**src/rtl/cache_read_adapter_pkg.sv**
```systemverilog
// Shared definitions for the cache read adapter and the cache FIFO scoreboard:
// response-entry layout {hit, tag, data} and the saturating counter helper.
package cache_read_adapter_pkg;

    localparam int DEF_DATA_WIDTH = 32;
    localparam int DEF_TAG_WIDTH  = 8;
    localparam int CNT_WIDTH      = 16;
    localparam int RESP_DATA_LSB  = 0;
    localparam int RESP_W         = DEF_TAG_WIDTH + DEF_DATA_WIDTH + 1;

    typedef logic [CNT_WIDTH-1:0] cnt_t;

    function automatic int resp_w(input int tag_w, input int data_w);
        return tag_w + data_w + 1;
    endfunction

    function automatic int resp_hit_bit(input int tag_w, input int data_w);
        return tag_w + data_w;
    endfunction

    function automatic int resp_tag_lsb(input int data_w);
        return data_w;
    endfunction

    function automatic cnt_t sat_inc(input cnt_t v);
        return (v == '1) ? v : v + cnt_t'(1);
    endfunction

endpackage

```
**src/rtl/cache_read_adapter_rsp_queue.sv**
```systemverilog
// Synchronous response FIFO with extra-MSB pointers; flush empties it and
// takes priority over push and pop in the same cycle.
module cache_read_adapter_rsp_queue #(
    parameter int WIDTH      = 41,
    parameter int ADDR_WIDTH = 2
) (
    input  logic                clk,
    input  logic                rst_n,
    input  logic                push_i,
    input  logic [WIDTH-1:0]    push_data_i,
    input  logic                pop_i,
    input  logic                flush_i,
    output logic [WIDTH-1:0]    head_o,
    output logic [ADDR_WIDTH:0] count_o,
    output logic                empty_o
);

    localparam int DEPTH = 1 << ADDR_WIDTH;

    logic [WIDTH-1:0]    mem_q [DEPTH];
    logic [ADDR_WIDTH:0] wr_ptr_q, wr_ptr_d;
    logic [ADDR_WIDTH:0] rd_ptr_q, rd_ptr_d;
    logic                full;
    logic                do_push;
    logic                do_pop;

    assign count_o = wr_ptr_q - rd_ptr_q;
    assign empty_o = (wr_ptr_q == rd_ptr_q);
    assign full    = (wr_ptr_q[ADDR_WIDTH] != rd_ptr_q[ADDR_WIDTH]) &&
                     (wr_ptr_q[ADDR_WIDTH-1:0] == rd_ptr_q[ADDR_WIDTH-1:0]);
    assign do_pop  = pop_i && !empty_o;
    // A pop frees the head slot this cycle, so push at full is legal alongside it.
    assign do_push = push_i && (!full || do_pop);
    assign head_o  = empty_o ? '0 : mem_q[rd_ptr_q[ADDR_WIDTH-1:0]];

    always_comb begin
        wr_ptr_d = wr_ptr_q;
        rd_ptr_d = rd_ptr_q;
        if (flush_i) begin
            wr_ptr_d = '0;
            rd_ptr_d = '0;
        end else begin
            if (do_push) wr_ptr_d = wr_ptr_q + 1'b1;
            if (do_pop)  rd_ptr_d = rd_ptr_q + 1'b1;
        end
    end

    always_ff @(posedge clk or negedge rst_n) begin
        if (!rst_n) begin
            wr_ptr_q <= '0;
            rd_ptr_q <= '0;
        end else begin
            wr_ptr_q <= wr_ptr_d;
            rd_ptr_q <= rd_ptr_d;
        end
    end

    always_ff @(posedge clk) begin
        if (do_push && !flush_i) mem_q[wr_ptr_q[ADDR_WIDTH-1:0]] <= push_data_i;
    end

    a_no_overflow: assert property (@(posedge clk) disable iff (!rst_n)
        !(push_i && full && !pop_i));

endmodule

```
**src/rtl/cache_read_adapter.sv**
```systemverilog
// Read-side stage for the tagged cache FIFO: issues credit-gated lookups and
// queues the {tag, data, hit} responses that come back one cycle later.
module cache_read_adapter
    import cache_read_adapter_pkg::*;
#(
    parameter int DATA_WIDTH    = 32,
    parameter int TAG_WIDTH     = 8,
    parameter int RQ_ADDR_WIDTH = 2,
    parameter bit GATE_ON_EMPTY = 1'b1
) (
    input  logic                    clk,
    input  logic                    rst_n,
    input  logic                    req_valid,
    input  logic [TAG_WIDTH-1:0]    req_tag,
    output logic                    req_ready,
    output logic                    cf_rd_en,
    output logic [TAG_WIDTH-1:0]    cf_rd_tag,
    input  logic [DATA_WIDTH-1:0]   cf_rd_data,
    input  logic                    cf_rd_valid,
    input  logic                    cf_rd_hit,
    input  logic                    cf_empty,
    output logic                    resp_valid,
    output logic [TAG_WIDTH-1:0]    resp_tag,
    output logic [DATA_WIDTH-1:0]   resp_data,
    output logic                    resp_hit,
    input  logic                    resp_ready,
    input  logic                    flush,
    output logic [RQ_ADDR_WIDTH:0]  rq_count,
    output logic [15:0]             hit_cnt,
    output logic [15:0]             miss_cnt,
    output logic                    proto_err
);

    localparam int RW      = resp_w(TAG_WIDTH, DATA_WIDTH);
    localparam int HIT_BIT = resp_hit_bit(TAG_WIDTH, DATA_WIDTH);
    localparam int TAG_LSB = resp_tag_lsb(DATA_WIDTH);
    localparam logic [RQ_ADDR_WIDTH:0] DEPTH_C = {1'b1, {RQ_ADDR_WIDTH{1'b0}}};

    logic                   inflight_q, inflight_d;
    logic                   drop_pending_q, drop_pending_d;
    logic                   proto_err_q, proto_err_d;
    logic [TAG_WIDTH-1:0]   issued_tag_q, issued_tag_d;
    cnt_t                   hit_cnt_q, hit_cnt_d;
    cnt_t                   miss_cnt_q, miss_cnt_d;

    logic [RQ_ADDR_WIDTH:0] credits_used;
    logic                   issue;
    logic                   resp_arrive;
    logic                   capture;
    logic                   q_empty;
    logic [RW-1:0]          push_entry;
    logic [RW-1:0]          head_entry;

    // Handshakes are strict valid/ready: a transfer happens on a cycle where
    // both are high; valid never waits on ready, ready may depend on valid-free state only.
    assign credits_used = rq_count + {{RQ_ADDR_WIDTH{1'b0}}, inflight_q};
    assign req_ready    = rst_n && !flush && (credits_used < DEPTH_C) &&
                          !(GATE_ON_EMPTY && cf_empty);
    assign issue        = req_valid && req_ready;
    assign cf_rd_en     = issue;
    assign cf_rd_tag    = issue ? req_tag : '0;

    assign resp_arrive  = cf_rd_valid && inflight_q;
    assign capture      = resp_arrive && !drop_pending_q;
    assign push_entry   = {cf_rd_hit, issued_tag_q, cf_rd_data};

    always_comb begin
        inflight_d     = inflight_q;
        drop_pending_d = drop_pending_q;
        proto_err_d    = proto_err_q;
        issued_tag_d   = issued_tag_q;
        hit_cnt_d      = hit_cnt_q;
        miss_cnt_d     = miss_cnt_q;

        if (issue) begin
            inflight_d   = 1'b1;
            issued_tag_d = req_tag;
        end else if (cf_rd_valid) begin
            inflight_d   = 1'b0;
        end

        if (resp_arrive) begin
            if (cf_rd_hit) hit_cnt_d  = sat_inc(hit_cnt_q);
            else           miss_cnt_d = sat_inc(miss_cnt_q);
        end

        if (cf_rd_valid && !inflight_q) proto_err_d = 1'b1;

        // A response landing in the flush cycle is already killed by the queue
        // flush; only one still outstanding afterwards needs dropping later.
        if (flush && inflight_q && !cf_rd_valid) drop_pending_d = 1'b1;
        else if (cf_rd_valid)                    drop_pending_d = 1'b0;
    end

    always_ff @(posedge clk or negedge rst_n) begin
        if (!rst_n) begin
            inflight_q     <= 1'b0;
            drop_pending_q <= 1'b0;
            proto_err_q    <= 1'b0;
            issued_tag_q   <= '0;
            hit_cnt_q      <= '0;
            miss_cnt_q     <= '0;
        end else begin
            inflight_q     <= inflight_d;
            drop_pending_q <= drop_pending_d;
            proto_err_q    <= proto_err_d;
            issued_tag_q   <= issued_tag_d;
            hit_cnt_q      <= hit_cnt_d;
            miss_cnt_q     <= miss_cnt_d;
        end
    end

    cache_read_adapter_rsp_queue #(
        .WIDTH      (RW),
        .ADDR_WIDTH (RQ_ADDR_WIDTH)
    ) u_rsp_queue (
        .clk         (clk),
        .rst_n       (rst_n),
        .push_i      (capture),
        .push_data_i (push_entry),
        .pop_i       (resp_ready),
        .flush_i     (flush),
        .head_o      (head_entry),
        .count_o     (rq_count),
        .empty_o     (q_empty)
    );

    assign resp_valid = !q_empty;
    assign resp_hit   = head_entry[HIT_BIT];
    assign resp_tag   = head_entry[TAG_LSB +: TAG_WIDTH];
    assign resp_data  = head_entry[RESP_DATA_LSB +: DATA_WIDTH];
    assign hit_cnt    = hit_cnt_q;
    assign miss_cnt   = miss_cnt_q;
    assign proto_err  = proto_err_q;

endmodule
```
**config.mk**
```make
export PLATFORM = sky130hd
export DESIGN_NAME = cache_read_adapter
export DESIGN_NICKNAME = d
export VERILOG_FILES = /design/src/rtl/cache_read_adapter_pkg.sv /design/src/rtl/cache_read_adapter_rsp_queue.sv /design/src/rtl/cache_read_adapter.sv
export SDC_FILE = /design/constraint.sdc
export NUM_CORES = 1
export LEC_CHECK = 0
export CORE_MARGIN = 4
export CORE_UTILIZATION = 54
export CTS_CLUSTER_SIZE = 28
export DETAILED_ROUTE_END_ITERATION = 16
export MAX_ROUTING_LAYER = met4
export PLACE_DENSITY = 0.78
export SYNTH_ARGS = -nofsm -noshare
export SYNTH_HDL_FRONTEND = slang
export SYNTH_HIERARCHICAL = 1
export SYNTH_SLANG_ARGS = --single-unit
export TNS_END_PERCENT = 50
```
**constraint.sdc**
```tcl
create_clock -name clk -period 4.1 [get_ports clk]
set_input_delay 0.615 -clock clk [delete_from_list [all_inputs] [get_ports clk]]
set_output_delay 0.615 -clock clk [all_outputs]
set_load 0.01 [all_outputs]
```
# Word level (Yosys, flattened, before mapping)
# Memory sizes are Yosys's and may differ from the RTL's.
# Index checks and enable logic that the tools add are counted.
word_totals:
  regBits: 49
  mem_count: 1
  inputBits: 48
  wordCells: 62
  output_inout_bits: 88
  mem_bits_rw: 164
classes:
  n_reduce_logical: 27
  n_eq_ne: 5
  mux: 11
  addsub: 6
  bitwise_logic: 3
  n_lt_le_gt_ge: 1
memory_table:
  columns: ["name", "depth", "width", "read_ports", "rd_ports_with_merged_regs", "write_ports", "line_no", "text"]
  rows:
  - ["u_rsp_queue.mem_q", 4, 41, 1, 0, 1, "cache_read_adapter_rsp_queue.sv:20", "logic [WIDTH-1:0] mem_q [DEPTH];"]
ops:
  columns: ["op", "n"]
  rows:
  - ["$mux W41", 1]
  - ["$add A16 B1 Y16 const B", 2]
  - ["$eq A16 B16 Y1 const B", 2]
  - ["$logic_and A1 B1 Y1", 13]
  - ["$mux W3", 4]
  - ["$mux W8", 1]
  - ["$reduce_bool A2 Y1", 4]
  - ["$logic_not A1 Y1", 7]
  - ["$add A3 B1 Y3 const B", 2]
  - ["$reduce_and A3 Y1", 2]
  - ["$mux W1", 5]
  - ["$add A3 B1 Y3", 1]
  - ["$eq A3 B3 Y1", 1]
  - ["$lt A3 B3 Y1 const B", 1]
  - ["$not A1 Y1", 3]
  - ["$sub A3 B3 Y3", 1]
  - ["$eq A2 B2 Y1", 1]
  - ["$logic_or A1 B1 Y1", 1]
  - ["$ne A1 B1 Y1", 1]

# Depth between registers and ports, before layout
# Gate-level depths: netlist of the first run.
depth:
  depth_word: 8
  ltp_mapped: 9
  depth_no_buf: 9

# Hierarchy
# The synthesis of the first run kept the hierarchy.
by_module_without_submodules:
  columns: ["module", "n_inst", "seq_area_each_um2", "cells_each", "area_per_inst_um2"]
  rows:
  - ["cache_read_adapter_rsp_queue", 1, 5074.9, 313, 6687.7]
  - ["cache_read_adapter", 1, 1076.0, 175, 2077.0]

# Worst setup path before layout of the first run
# OpenSTA, ideal clock, no wires.
synth_path:
  path_type: "reg2reg"
  start: "reg u_rsp_queue.rd_ptr_q[1]"
  end: "mem u_rsp_queue.mem_q[0][0], enable pin"
  setup_ps: 403
  period_less_slack_ps: 2988
  path_buffers: 2
  path_slack_ps: 1112
  required_ps: 3697
  t_arrival_ps: 2586
  stages_incl_launch_ff: 8
  path_cell_list: "dfrtp_1 > buf_2 > clkbuf_1 > inv_1 > ha_1 > nand3b_1 > o21a_1 > and3_1"
synth_via:
  elab_chain_cells: 8
  elab_cells_between_ends: 11
  classes_between: "2 x eq/ne; 2 x mux; 7 x reduce/logical"
synth_rtl:
  columns: ["element", "line_no", "text"]
  rows:
  - ["start, declared", "cache_read_adapter_rsp_queue.sv:22", "logic [ADDR_WIDTH:0] rd_ptr_q, rd_ptr_d;"]
  - ["start signal, assigned", "cache_read_adapter_rsp_queue.sv:54", "rd_ptr_q <= rd_ptr_d;"]
  - ["$eq A3 B3 Y1 / $eq A2 B2 Y1 (equally long branches)", "cache_read_adapter_rsp_queue.sv:28, cache_read_adapter_rsp_queue.sv:30", null]
  - ["$logic_not A1 Y1 / $logic_and A1 B1 Y1 (equally long branches)", "cache_read_adapter_rsp_queue.sv:31, cache_read_adapter_rsp_queue.sv:29", null]
  - ["$logic_and A1 B1 Y1 / $logic_not A1 Y1 (equally long branches)", "cache_read_adapter_rsp_queue.sv:31, cache_read_adapter_rsp_queue.sv:33", null]
  - ["$logic_or A1 B1 Y1 *", "cache_read_adapter_rsp_queue.sv:33", "assign do_push = push_i && (!full || do_pop);"]
  - ["$logic_and A1 B1 Y1 *", "cache_read_adapter_rsp_queue.sv:33", null]
  - ["$logic_and A1 B1 Y1 *", "cache_read_adapter_rsp_queue.sv:59", "if (do_push && !flush_i) mem_q[wr_ptr_q[ADDR_WIDTH-1:0]] <= push_data_i;"]
  - ["$mux W1 *", "cache_read_adapter_rsp_queue.sv:59", null]
  - ["$mux W1 (implied by the code) *", "cache_read_adapter_rsp_queue.sv:59", null]
  - ["end, declared", "cache_read_adapter_rsp_queue.sv:20", null]
# Mark *: on every way between the ends. The rest lies on a longest branch, timed or not.

# Worst setup path after layout of the first run
layout_path:
  start: "reg u_rsp_queue.wr_ptr_q[0]"
  end: "out cf_rd_tag[5]"
layout_via:
  elab_chain_cells: 7
layout_rtl:
  columns: ["element", "line_no", "text"]
  rows:
  - ["start, declared", "cache_read_adapter_rsp_queue.sv:21", "logic [ADDR_WIDTH:0] wr_ptr_q, wr_ptr_d;"]
  - ["start signal, assigned", "cache_read_adapter_rsp_queue.sv:53", "wr_ptr_q <= wr_ptr_d;"]
  - ["$sub A3 B3 Y3", "cache_read_adapter_rsp_queue.sv:27", "assign count_o = wr_ptr_q - rd_ptr_q;"]
  - ["$add A3 B1 Y3", "cache_read_adapter.sv:56", "assign credits_used = rq_count + {{RQ_ADDR_WIDTH{1'b0}}, inflight_q};"]
  - ["$lt A3 B3 Y1", "cache_read_adapter.sv:57", "assign req_ready = rst_n && !flush && (credits_used < DEPTH_C) &&"]
  - ["$logic_and A1 B1 Y1 (2 in a row)", "cache_read_adapter.sv:57", null]
  - ["$logic_and A1 B1 Y1", "cache_read_adapter.sv:59", "assign issue = req_valid && req_ready;"]
  - ["$mux W8", "cache_read_adapter.sv:61", "assign cf_rd_tag = issue ? req_tag : '0;"]
  - ["end, declared", "cache_read_adapter.sv:17", "output logic [TAG_WIDTH-1:0] cf_rd_tag,"]
# Every way passes these cells.

==> impl_metrics.csv, run 1 <==
group,metric,value,unit
detailed_routing,first_iter_violations,309,
clock_tree,path_clk_slew,60,ps
layout,drive_gt1_frac,0.177,
pwr,leakage,3.83,nW
timing,hold_viol,0,
floorplanning,die_area,18300,µm²
synth,synth_top_area_share,0.562,
pwr,ir_drop,348,µV
timing,fin_worst_skew,9.76,ps
layout,antenna_cells,0,
synth,syn-cell-area,8760,µm²
grt,grt_remaining_overflow,0,
synth,synth_edf_count,164,
layout,layout_common_cells,"edfxtp_1 (164), clkdlybuf4s50_1 (134), dfrtp_1 (47)",
timing,min_period_over_period,0.924,
place,dp_hpwl,10500,µm
synth,syn_avg_cell_area,18.0,µm²
timing,maxSlewHeadroom,0.363,
floorplanning,start_util,0.552,
layout,area_delta_synth_final,26.4,%
detailed_routing,avgRoutedWirePerCell,19.3,µm
worst_setup_path,crit_path_end_kind,"output port",
clock_tree,clkLatencyLatePin,480,ps
pwr,powerDensity,430,nW/µm²
timing,fin_tns_setup,0,ps
place,portBuffers,135,
place,dpl-instance-area,10400,µm²
worst_setup_path,startpoint_type,"flip-flop",
synth,yosysTopAreaCell,"edfxtp_1",
floorplanning,core_area,15900,µm²
timing,period_needed,3790,ps
grt,grtUsageTotal,0.192,
timing,max_freq,264,MHz
detailed_routing,vias,4864,
worst_setup_path,crit_required,3480,ps
clock_tree,cts_root_buffer,"clkbuf_16",
clock_tree,cts_tree,"built",
worst_setup_path,r2r_slack,1640,ps
floorplanning,num_rows,46,
synth,yosys_warnings,6,
detailed_routing,first_pass_iters,5,
layout,final_area,11100,µm²
synth,synthesis.nets,546,
clock_tree,clk_path_buf_depth,3,
clock_tree,htreeDepth,1,
worst_setup_path,cp.arrival,3170,ps
min_path,hp-class,"in -> async",
grt,antenna_found_initial,0,
clock_tree,cts-buffers-inserted,21,
floorplanning,dieHeight,135,µm
layout,nets,698,
floorplanning,io_pins,136,
timing,worst_pin_slew,956,ps
outcome,status,"complete, no violations",
layout,fillers,1036,
layout,multi_input_area,2490,µm²
timing,rsz0062_at_grt,"false",
grt,grt_pass1_wl,27200,µm
synth,synth_area_leaders,"edfxtp_1 (56%), dfrtp_1 (14%), mux4_2 (11%)",
synth,synthArstFlopShare,0.230,
layout,final_common_cell,"edfxtp_1",
floorplanning,fp.dieW,135,µm
synth,synthCells,488,
layout,seqCellArea,6160,µm²
timing,setup_violations,0,
synth,synthFlopType,"edfxtp_1",
synth,synth.distinct_cells,49,
synth,ys_ff_latch,213,
detailed_routing,ant_nets,0,
grt,grt_pass1_vias,5197,
detailed_routing,vias_per_cell,5.59,
grt,grt_max_degree,50,
run,max_cap_viol_count,0,
detailed_routing,drc,0,
place,place.gp.congestion,0.879,
worst_setup_path,crit_type,"reg -> out",
timing,drv_slew,0,
worst_setup_path,cp_max_fo,6,
synth,synth-seq-area-share,0.702,
clock_tree,clkSinkCount,213,
detailed_routing,wl,16800,µm
==> stage by stage <==
stage,setup slack (ps),hold slack (ps),utilization,std cells,power [W]
final,310,288,0.697,870,0.00477
after global routing,85.0,335,0.697,870,0.00497
after CTS,19.0,295,0.695,866,0.00483
after detailed placement,562,460,0.654,829,0.00304
after global placement,616,459,0.654,829,0.00302
after floorplan,1110,319,-,488,0.00277
==> synthesized netlist by cell type, types with 10 or more instances <==
cell and number:
mux2_2 11, edfxtp_1 164, xor2_1 14, xnor2_1 16, dfrtp_1 49, and2_1 11, inv_1 10, mux4_2 41
nand2_1 12, nand3_1 11, nor2b_1 42
==> critical path, stage by stage, from the launching register on <==
cell and delay [ps]:
dfrtp_1 400, inv_1 110, ha_1 220, fa_1 380, xnor2_1 280, xor2_1 290
nand3_4 170, clkinvlp_4 150, and2_1 150, clkdlybuf4s50_1 540
==> metal layers <==
metal,share of wire,wire length (µm),up-vias,track usage
li1,-,-,2202,-
met1,0.43,7150,2471,0.259
met2,0.49,8270,164,0.308
met3,0.063,1060,27,0.0379
met4,0.019,314,0,0.0482
met5,0,0,-,-
==> state kept, by name, summed over array words and instances (netlist names) <==
register              flops
issued_tag_q              8
miss_cnt                 16
u_rsp_queue/mem_q       164
hit_cnt                  16
u_rsp_queue/wr_ptr_q      3
proto_err                 1
inflight_q                1
drop_pending_q            1
u_rsp_queue/rd_ptr_q      3
==> cells by family (layout without fill, tap and decap cells) <==
group / after synthesis / in the layout / share of synthesized area
buffers and inverters: 27 / 193 / 0.0158
AOI/OAI and AO/OA: 22 / 22 / 0.0184
adders and majority gates: 10 / 10 / 0.0151
muxes: 55 / 55 / 0.124
xor gates and xnor gates: 30 / 30 / 0.0300
DFF: 213 / 213 / 0.702
and+or+nand+nor: 131 / 131 / 0.0948
==> power by group <==
part	total, W	internal (W)	switching, W
clock	0.00178	0.00105	0.000726
sequential	0.00248	0.00241	0.0000692
combinational	0.000508	0.000288	0.000220
total	0.00477	0.00375	0.00102
==> path summary, 6_finish.rpt <==
path | end | cells after the start | from
setup / recovery | cf_rd_tag[5] | 9 | u_rsp_queue/wr_ptr_q[0]
hold / removal | hit_cnt[2] | 2 | rst_n
setup reg to reg | issued_tag_q[3] | 8 | u_rsp_queue/wr_ptr_q[0]
hold reg to reg | proto_err | 1 | proto_err
max in group asynchronous | u_rsp_queue/rd_ptr_q[0] | 2 | rst_n
min in group clk | proto_err | 1 | proto_err
==> timing repair <==
item	4_1_cts	5_1_grt
buffers inserted	0	3
endpoints found under the hold margin	0	0
gates resized for setup	0	2
hold buffers	0	0
setup endpoints to repair	0	9
==> final cells by class <==
class,instances,area share
tap,216,0.0244
inverter,10,0.00373
sequential,213,0.556
multi-input combinational,248,0.225
timing repair inverter,1,0.000452
timing repair buffer,145,0.132
clock inverter,7,0.00350
clock buffer,30,0.0560
(Power assumes the default switching activity.)
==> run 2: changes to the inputs <==
- CAP_MARGIN: not set -> 20
- CORE_UTILIZATION: 54 -> 55
- DONT_BUFFER_PORTS: not set -> 1
- PLACE_DENSITY: 0.78 -> 0.68
- clock period: 4.1 -> 3.6 ns (I/O delays scaled with it)
==> run 2 against run 1 <==
Effect of this change:
- final area shrank 11%
- non-clock buffer count shrank 133
- sequential power increased by 15%
- clock skew decreased by 3.3 ps
- total power grew 12%
- die area decreased by 1.7%
- first-iteration DRC count decreased by 42%
- sequential share of layout area increased by 7.2 points
- sequential cell count stayed put
- routed wire length is 5.6% lower
- hold slack worse by 170 ps
==> impl_metrics.csv, run 2 (synthesis results as in run 1) <==
group,metric,value,unit
timing,worst_pin_slew,866,ps
timing,min_period_over_period,0.917,
detailed_routing,vias,4314,
layout,largest_reg_flops,164,
layout,layout_common_cells,"edfxtp_1 (164), dfrtp_1 (47), nor2b_1 (42)",
worst_setup_path,path_delay_family,"adder cells",
worst_setup_path,cp_max_fo,10,
clock_tree,clk_path_buf_depth,3,
clock_tree,cts_root_buffer,"clkbuf_16",
pwr,powerDensity,547,nW/µm²
detailed_routing,vias_per_cell,5.88,
detailed_routing,avgRoutedWirePerCell,21.6,µm
timing,maxSlewHeadroom,0.422,
worst_setup_path,crit_type,"reg -> out",
detailed_routing,wl,15800,µm
timing,max_freq,303,MHz
layout,drive_gt1_frac,0.210,
place,portBuffers,0,
grt,grt_pass1_vias,4694,
clock_tree,clkSinkCount,213,
timing,drv_slew,0,
clock_tree,htreeDepth,1,
timing,setup_violations,0,
worst_setup_path,crit_buf_inv,2,
grt,grtUsageTotal,0.182,
clock_tree,cts_tree,"built",
timing,hold_viol,0,
pwr,ir_drop,466,µV
clock_tree,clkLatencyLatePin,490,ps
timing,fin_worst_skew,6.47,ps
timing,rsz0062_at_grt,"false",
floorplanning,start_util,0.568,
place,dp_hpwl,9850,µm
place,place.gp.congestion,0.797,
grt,grt_remaining_overflow,0,
worst_setup_path,cpPeakStageDelay,400,ps
min_path,hp-class,"in -> reg",
place,dpl-instance-area,9060,µm²
worst_setup_path,cp.arrival,2760,ps
detailed_routing,first_iter_violations,179,
layout,area_delta_synth_final,12.0,%
worst_setup_path,crit_required,3060,ps
floorplanning,dieHeight,134,µm
clock_tree,path_clk_slew,60,ps
timing,holdWs,114,ps
grt,grt_max_degree,50,
layout,fin_util,0.636,
worst_setup_path,startpoint_type,"flip-flop",
clock_tree,cts-buffers-inserted,22,
layout,multi_input_area,2500,µm²
layout,antenna_cells,0,
floorplanning,io_pins,136,
detailed_routing,first_pass_iters,4,
run,max_cap_viol_count,0,
floorplanning,num_rows,45,
worst_setup_path,crit_path_end_kind,"output port",
detailed_routing,ant_nets,0,
layout,seqCellArea,6160,µm²
floorplanning,core_area,15400,µm²
layout,nets,565,
worst_setup_path,crit_slowest_cell,"dfrtp_1",
floorplanning,die_area,18000,µm²
layout,fillers,1144,
grt,grt_pass1_wl,25100,µm
detailed_routing,drc,0,
timing,fin_tns_setup,0,ps
outcome,status,"complete, no violations",
timing,period_needed,3300,ps
grt,antenna_found_initial,0,
floorplanning,fp.dieW,134,µm
pwr,leakage,3.38,nW
layout,final_area,9810,µm²
worst_setup_path,crit_chain,"inv_1, ha_1, fa_1, xnor2_1, xor2_2, nand3_4, clkinvlp_4, and2_1",
layout,final_common_cell,"edfxtp_1",
run 2: cell count changes in the layout (fill, tap and decap cells not counted), sizes merged:
cell,before,now
clkbuf,30,32
clkinv,5,6
dlygate4sd3,0,1
bufinv,0,2
clkdlybuf4s50,134,0
clkinvlp,4,1
run 2: area by class of cell:
type	instances	share of cell area
sequential	213	0.627
multi-input combinational	248	0.254
clock buffer	32	0.0621
tap	211	0.0269
timing repair buffer	12	0.0166
clock inverter	8	0.00854
inverter	10	0.00421
run 2: path summary, 6_finish.rpt:
| kind | slack (ps) | to | from | cells after the start |
|---|---|---|---|---|
| min in group asynchronous | 590 | drop_pending_q | rst_n | 2 |
| worst max register to register | 1220 | u_rsp_queue/mem_q[3][22] | u_rsp_queue/wr_ptr_q[0] | 6 |
| worst min register to register | 510 | drop_pending_q | drop_pending_q | 2 |
| worst max-delay path | 300 | cf_rd_tag[4] | u_rsp_queue/wr_ptr_q[0] | 8 |
| max in group asynchronous | 2780 | u_rsp_queue/rd_ptr_q[0] | rst_n | 2 |
| worst min-delay path | 110 | drop_pending_q | cf_rd_valid | 1 |
run 2: routing by layer:
metal	track usage	vias up	share of wire
li1	-	1935	-
met1	0.220	2208	0.40
met2	0.298	143	0.50
met3	0.0574	28	0.085
met4	0.0498	0	0.020
met5	-	-	0
run 2: timing repair:
item	CTS	global route
endpoints found under the setup margin	0	9
gates resized for setup	0	3
hold endpoints to repair	49	0
hold buffers	2	0
buffers inserted	0	0
run 2: report_power, final:
group	switching (W)	internal (W)	leakage, nW
combinational	0.000184	0.000160	0.923
sequential	0.0000997	0.00275	2.12
clock	0.000857	0.00131	0.334
total	0.00114	0.00422	3.38
run 2: metrics by stage:
stage | setup slack [ps] | cells | power [W]
after floorplan | 612 | 488 | 0.00315
after global placement | 677 | 692 | 0.00322
after detailed placement | 626 | 692 | 0.00323
after CTS | 92.6 | 734 | 0.00541
after global routing | 53.5 | 734 | 0.00556
final | 299 | 734 | 0.00536
==> run 3: changes to the inputs <==
- GPL_ROUTABILITY_DRIVEN: not set -> 0
- REMOVE_ABC_BUFFERS: not set -> 1
- SYNTH_HIERARCHICAL: 1 -> not set
==> run 3 against run 2 <==
Effect of this change:
- final area rose by 0.43%
- global-route usage is 0.21 points higher
- routed wire length fell by 0.79%
- critical path type unchanged
- highest routed layer unchanged
==> impl_metrics.csv, run 3 <==
group,metric,value,unit
synth,synth-seq-area-share,0.706,
timing,drv_slew,0,
synth,synthCells,497,
grt,grt_remaining_overflow,0,
synth,synthArstFlopShare,0.230,
place,placed_cells,700,
synth,yosysTopAreaCell,"edfxtp_1",
layout,layout_common_cells,"edfxtp_1 (164), dfrtp_1 (47), mux4_2 (41), nor2b_1 (41), clkbuf_16 (22)",
synth,syn_avg_cell_area,17.5,µm²
grt,grtUsageTotal,0.184,
timing,fin_worst_skew,10.6,ps
worst_setup_path,crit_required,3060,ps
synth,synthFlopType,"edfxtp_1",
synth,synth_top_area_share,0.565,
layout,drive_gt1_frac,0.233,
synth,synth.distinct_cells,46,
timing,worst_pin_slew,860,ps
pwr,leakage,3.41,nW
floorplanning,core_area,15400,µm²
synth,ys_ff_latch,213,
synth,synthTopCellsByCount,"edfxtp_1 (164), dfrtp_1 (49), mux4_2 (41), nor2b_1 (41), nand2_1 (20)",
worst_setup_path,rr_endpoint,"u_rsp_queue.mem_q[2][13]",
floorplanning,start_util,0.567,
floorplanning,fp.dieW,134,µm
timing,setup_ws,139,ps
synth,synth_area_leaders,"edfxtp_1 (56%), dfrtp_1 (14%), mux4_2 (11%)",
grt,use_met3,0.0634,
worst_setup_path,startpoint_type,"flip-flop",
grt,grt_pass1_vias,4635,
layout,area_delta_synth_final,13.1,%
detailed_routing,vias_per_cell,5.84,
worst_setup_path,crit_path_end_kind,"output port",
floorplanning,die_area,17900,µm²
worst_setup_path,crit_type,"reg -> out",
worst_setup_path,cp_max_fo,8,
timing,min_period_over_period,0.961,
clock_tree,cts-buffers-inserted,22,
timing,setup_violations,0,
floorplanning,dieHeight,134,µm
pwr,powerDensity,526,nW/µm²
layout,nets,580,
worst_setup_path,crit_chain,"ha_4, fa_2, nor3b_2, xnor3_2, nor3_4, and2_4",
worst_setup_path,cpPeakStageDelay,490,ps
detailed_routing,avgRoutedWirePerCell,21.0,µm
min_path,hold_depth,1,
layout,final_common_cell,"edfxtp_1",
place,dp_hpwl,9840,µm
layout,antenna_cells,0,
grt,met1_usage,0.236,
timing,hold_viol,0,
place,dp_slack,476,ps
run,max_cap_viol_count,0,
min_path,hold_end,"u_rsp_queue.rd_ptr_q[2]",
detailed_routing,ant_nets,0,
synth,synth_most_common_cell,"edfxtp_1",
worst_setup_path,worstReg2RegStart,"u_rsp_queue.rd_ptr_q[1]",
worst_setup_path,r2r_slack,690,ps
timing,max_freq,289,MHz
worst_setup_path,cp.arrival,2920,ps
clock_tree,path_clk_slew,60,ps
grt,grt_pass1_wl,25100,µm
floorplanning,num_rows,45,
grt,grt_use_met2,0.290,
detailed_routing,first_pass_iters,4,
detailed_routing,drc,0,
pwr,ir_drop,402,µV
clock_tree,clk_path_buf_depth,3,
clock_tree,cts_tree,"built",
layout,largest_reg_flops,164,
clock_tree,clkLatencyLatePin,490,ps
min_path,hp-class,"in -> reg",
min_path,min_from,"flush",
grt,grt_max_degree,50,
synth,yosys_warnings,0,
clock_tree,clkSinkCount,213,
floorplanning,io_pins,136,
detailed_routing,wl,15700,µm
clock_tree,cts_root_buffer,"clkbuf_16",
clock_tree,htreeDepth,1,
synth,synth_edf_count,164,
timing,fin_tns_setup,0,ps
worst_setup_path,crit_slowest_cell,"dfrtp_4",
timing,period_needed,3460,ps
grt,top_usage_layer,"met2",
worst_setup_path,rr_worst_depth,8,
grt,antenna_found_initial,0,
synth,syn-cell-area,8720,µm²
place,portBuffers,0,
outcome,status,"complete, no violations",
timing,maxSlewHeadroom,0.422,
detailed_routing,first_iter_violations,195,
layout,fin_cells,748,
detailed_routing,vias,4365,
-- run 3: cell families (layout without fill, tap and decap cells) --
logic type,count (synthesis),in the layout,synth area share
flip-flops,213,213,0.706
XOR/XNOR,33,33,0.0356
AO/OA/AOI/OAI,12,12,0.00890
buffers and inverters,26,65,0.0126
AND/OR/NAND/NOR,148,149,0.0983
adder cells (fa/ha/maj),10,10,0.0152
multiplexers,55,55,0.124
-- run 3: layout make-up --
cell class                 count  area [µm²]
sequential                   213        6160
clock buffer                  23         554
inverter                       9        33.8
fill                        1072        5520
clock inverter                16         114
multi-input combinational    259        2520
timing repair buffer          17         213
tap                          211         264
-- run 3: metrics by stage --
stage	power [W]	instance area [µm²]	hold WS (ps)	util
finish	0.00518	9860	111	0.641
global route	0.00540	9860	91.8	0.641
CTS	0.00522	9750	88.7	0.634
detailed placement	0.00315	9040	246	0.588
global placement	0.00313	9040	246	0.588
floorplan	0.00307	8640	244	-
-- run 3: worst max path at each step --
stage	from	to	slack (ps)	cells after the start
floorplan	u_rsp_queue.rd_ptr_q[0]	resp_valid	-740	4
global route	u_rsp_queue.wr_ptr_q[0]	cf_rd_tag[0]	-10	7
detailed placement	u_rsp_queue.wr_ptr_q[0]	cf_rd_tag[0]	480	7
CTS	u_rsp_queue.wr_ptr_q[0]	cf_rd_tag[0]	2	7
global placement	u_rsp_queue.wr_ptr_q[0]	cf_rd_tag[0]	570	7
finish	u_rsp_queue.rd_ptr_q[0]	cf_rd_tag[0]	140	6
-- run 3: metal layers --
layer / part of all wire / wire length (µm) / vias up
li1: - / - / 1962
met5: 0 / 0 / -
met3: 0.088 / 1380 / 23
met1: 0.41 / 6440 / 2237
met4: 0.017 / 263 / 0
met2: 0.49 / 7640 / 143
-- run 3: worst max-delay path, delay by kind of cell, from the launching register on --
kind / cells / cell delay (ps)
xor gates and xnor gates: 1 / 340
adders and majority gates: 2 / 650
DFF: 1 / 490
and+or+nand+nor: 3 / 940
-- run 3: where the power goes --
part / internal [W] / total (W) / switching [W] / leakage, nW
Clock: 0.00119 / 0.00206 / 0.000868 / 0.326
Sequential: 0.00274 / 0.00283 / 0.0000884 / 2.12
Combinational: 0.000141 / 0.000296 / 0.000156 / 0.958
-- run 3: what timing repair did --
item | 4_1_cts | 5_1_grt
hold buffers | 2 | 0
gates cloned | 0 | 1
buffers inserted | 0 | 6
pin swaps | 1 | 4
endpoints found under the setup margin | 8 | 8
endpoints found under the hold margin | 49 | 0
resized for setup | 0 | 13
==> patch, RTL diff (config.mk and constraints of run 2) <==
Change the parameter `GATE_ON_EMPTY` from 1'b1 to 1'b0.
--- a/src/rtl/cache_read_adapter.sv
+++ b/src/rtl/cache_read_adapter.sv
@@ -7,5 +7,5 @@
     parameter int TAG_WIDTH     = 8,
     parameter int RQ_ADDR_WIDTH = 2,
-    parameter bit GATE_ON_EMPTY = 1'b1
+    parameter bit GATE_ON_EMPTY = 1'b0
 ) (
     input  logic                    clk,
Function: changed (a bounded check fails within 4 cycles, from zero or initial values and one cycle with rst_n low).
==> patch against run 2 <==
Synthesized area rose by 0.41%. Sequential cell count did not move. Design area rose by 0.32%. Via count rose by 2.0%. Worst setup slack got worse by 0.098 ns. Fmax fell by 2.9%. Critical path depth did not move. Routed wire length rose by 2.6%. Critical path type unchanged. Largest cell class unchanged.
Power is not compared: it rests on default switching activity, and its combinational part moved more than twofold at a synthesized area within 25%.
==> patch: results (changes against run 2) <==
Status
  – Status: completed (unchanged)

Global routing
  – Vias in the first global route: 4773 (was 4694)
  – Grt met3 use: 5.92% (was 5.74%)
  – Initial antenna violation count: 1 (was 0)
  – Met2 GRT Util: 31.1% (was 29.8%)
  – Total GRT Usage: 18.9% (was 18.2%)
  – Wire length of the first global-routing pass: 26.3 mm (was 25.1 mm)
  – Met1 usage: 23.2% (was 22.0%)

Timing
  – Final Skew: 0.0136 ns (was 0.00647 ns)
  – Count of final hold-check violations: 0 (unchanged)
  – Slew HR: 36.6% (was 42.2%)

Logic synthesis
  – Post-Synth XOR/XNOR Area: 3.09% (was 3.00%)
  – Seq/Total Area, Yosys: 69.9% (was 70.2%)
  – Synth top area cells: edfxtp_1 (56%), dfrtp_1 (14%), mux4_2 (10%), nor2b_1 (3.0%), xor2_1 (1.8%) (was edfxtp_1 (56%), dfrtp_1 (14%), mux4_2 (11%), nor2b_1 (3.0%), xnor2_1 (1.6%))
  – Synth unique cells: 50 (was 49)
  – Syn nets: 561 (was 546)
  – Mux share of post-synthesis cell area: 11.4% (was 12.4%)
  – Post-synthesis adder-cell area fraction: 1.51% (about the same)
  – Most instantiated cells after synthesis: edfxtp_1 (164), dfrtp_1 (49), nor2b_1 (42) (unchanged)
  – Synth Area in Compound Gates: 3.09% (was 1.84%)

Drt
  – Met2 wire length: 8.29 mm (was 7.86 mm)
  – Drt first-iter violations: 216 (was 179)
  – Drt wl/cell: 21.8 µm (was 21.6 µm)
  – Wire length on met1: 6.35 mm (was 6.32 mm)
  – Routed wl met3: 1.27 mm (was 1.35 mm)
  – Vias per Instance: 5.91 (was 5.88)

Critical path
  – Reg2reg end: issued_tag_q[7] (was u_rsp_queue/mem_q[3][22])
  – CP max stage cell: fa_1 (was dfrtp_1)
  – End point of the critical path: cf_rd_en (was cf_rd_tag[4])
  – Crit path DAT: 2.86 ns (was 2.76 ns)
  – R2R depth: 8 (was 6)
  – R2R setup slack: 1.04 ns (was 1.22 ns)
  – CP startpoint kind: flop (unchanged)

Finish
  – Final nets: 576 (was 565)
  – Share of cells above drive strength 1: 21.0% (about the same)

Placement
  – Post-DP HPWL: 10.2 mm (was 9.85 mm)
  – GPL Wtd Cong: 0.818 (was 0.797)

Clocking
  – Post-CTS Setup Inserts: 0 (unchanged)
  – CTS buffer count: 23 (was 22)
  – Worst skew pair latency: 0.49 ns (about the same)
## patch: cell count changes in the layout (fill, tap and decap cells not counted), sizes merged, moves of 8 or more
| cell | delta |
|---|---|
| mux2 | -8 |
| inv | +9 |
| a21o | +8 |
| and2 | -8 |
| and3 | +9 |
## patch: repair_timing
| action | 4_1_cts | 5_1_grt |
|---|---|---|
| hold buffers | 2 | 0 |
| resized for setup | 1 | 1 |
| endpoints found under the setup margin | 1 | 1 |
| hold endpoints to repair | 49 | 0 |
## patch: where the power goes
group          internal [mW]  switching, mW
clock                   1.42          0.898
combinational          0.304          0.433
sequential              2.79          0.130
## patch: how the worst min path moves through the flow
stage,startpoint,endpoint,depth (start not counted)
after CTS,cf_rd_valid,drop_pending_q,1
after global routing,cf_rd_valid,drop_pending_q,1
after floorplan,rst_n,drop_pending_q,0
after detailed placement,rst_n,miss_cnt[12],0
final,cf_rd_valid,drop_pending_q,1
after global placement,rst_n,miss_cnt[12],0
## patch: cell type report
cell class                 count  area [µm²]
clock inverter                14         150
fill                        1149        5580
timing repair buffer          11         118
clock buffer                  26         607
sequential                   213        6160
tap                          211         264
antenna                        1        2.50
inverter                      15        56.3
multi-input combinational    254        2490
## patch: metrics by stage
stage                     hold slack [ns]  instance area [µm²]  util [%]  setup WS, ns  instances
after detailed placement            0.246                 9030      58.5         0.513        702
after CTS                          0.0914                 9830      63.7         0.106        744
final                               0.109                 9840      63.8         0.201        745
after global routing               0.0922                 9840      63.8        0.0225        745
after global placement              0.246                 9030      58.5         0.603        702
after floorplan                     0.244                 8800         -         0.665        503
## patch: logic make-up after synthesis
family                   count (synthesis)
XOR/XNOR                                31
multiplexers                            48
AO/OA/AOI/OAI                           36
buffers and inverters                   36
flip-flops                             213
adder cells (fa/ha/maj)                 10
AND/OR/NAND/NOR                        129
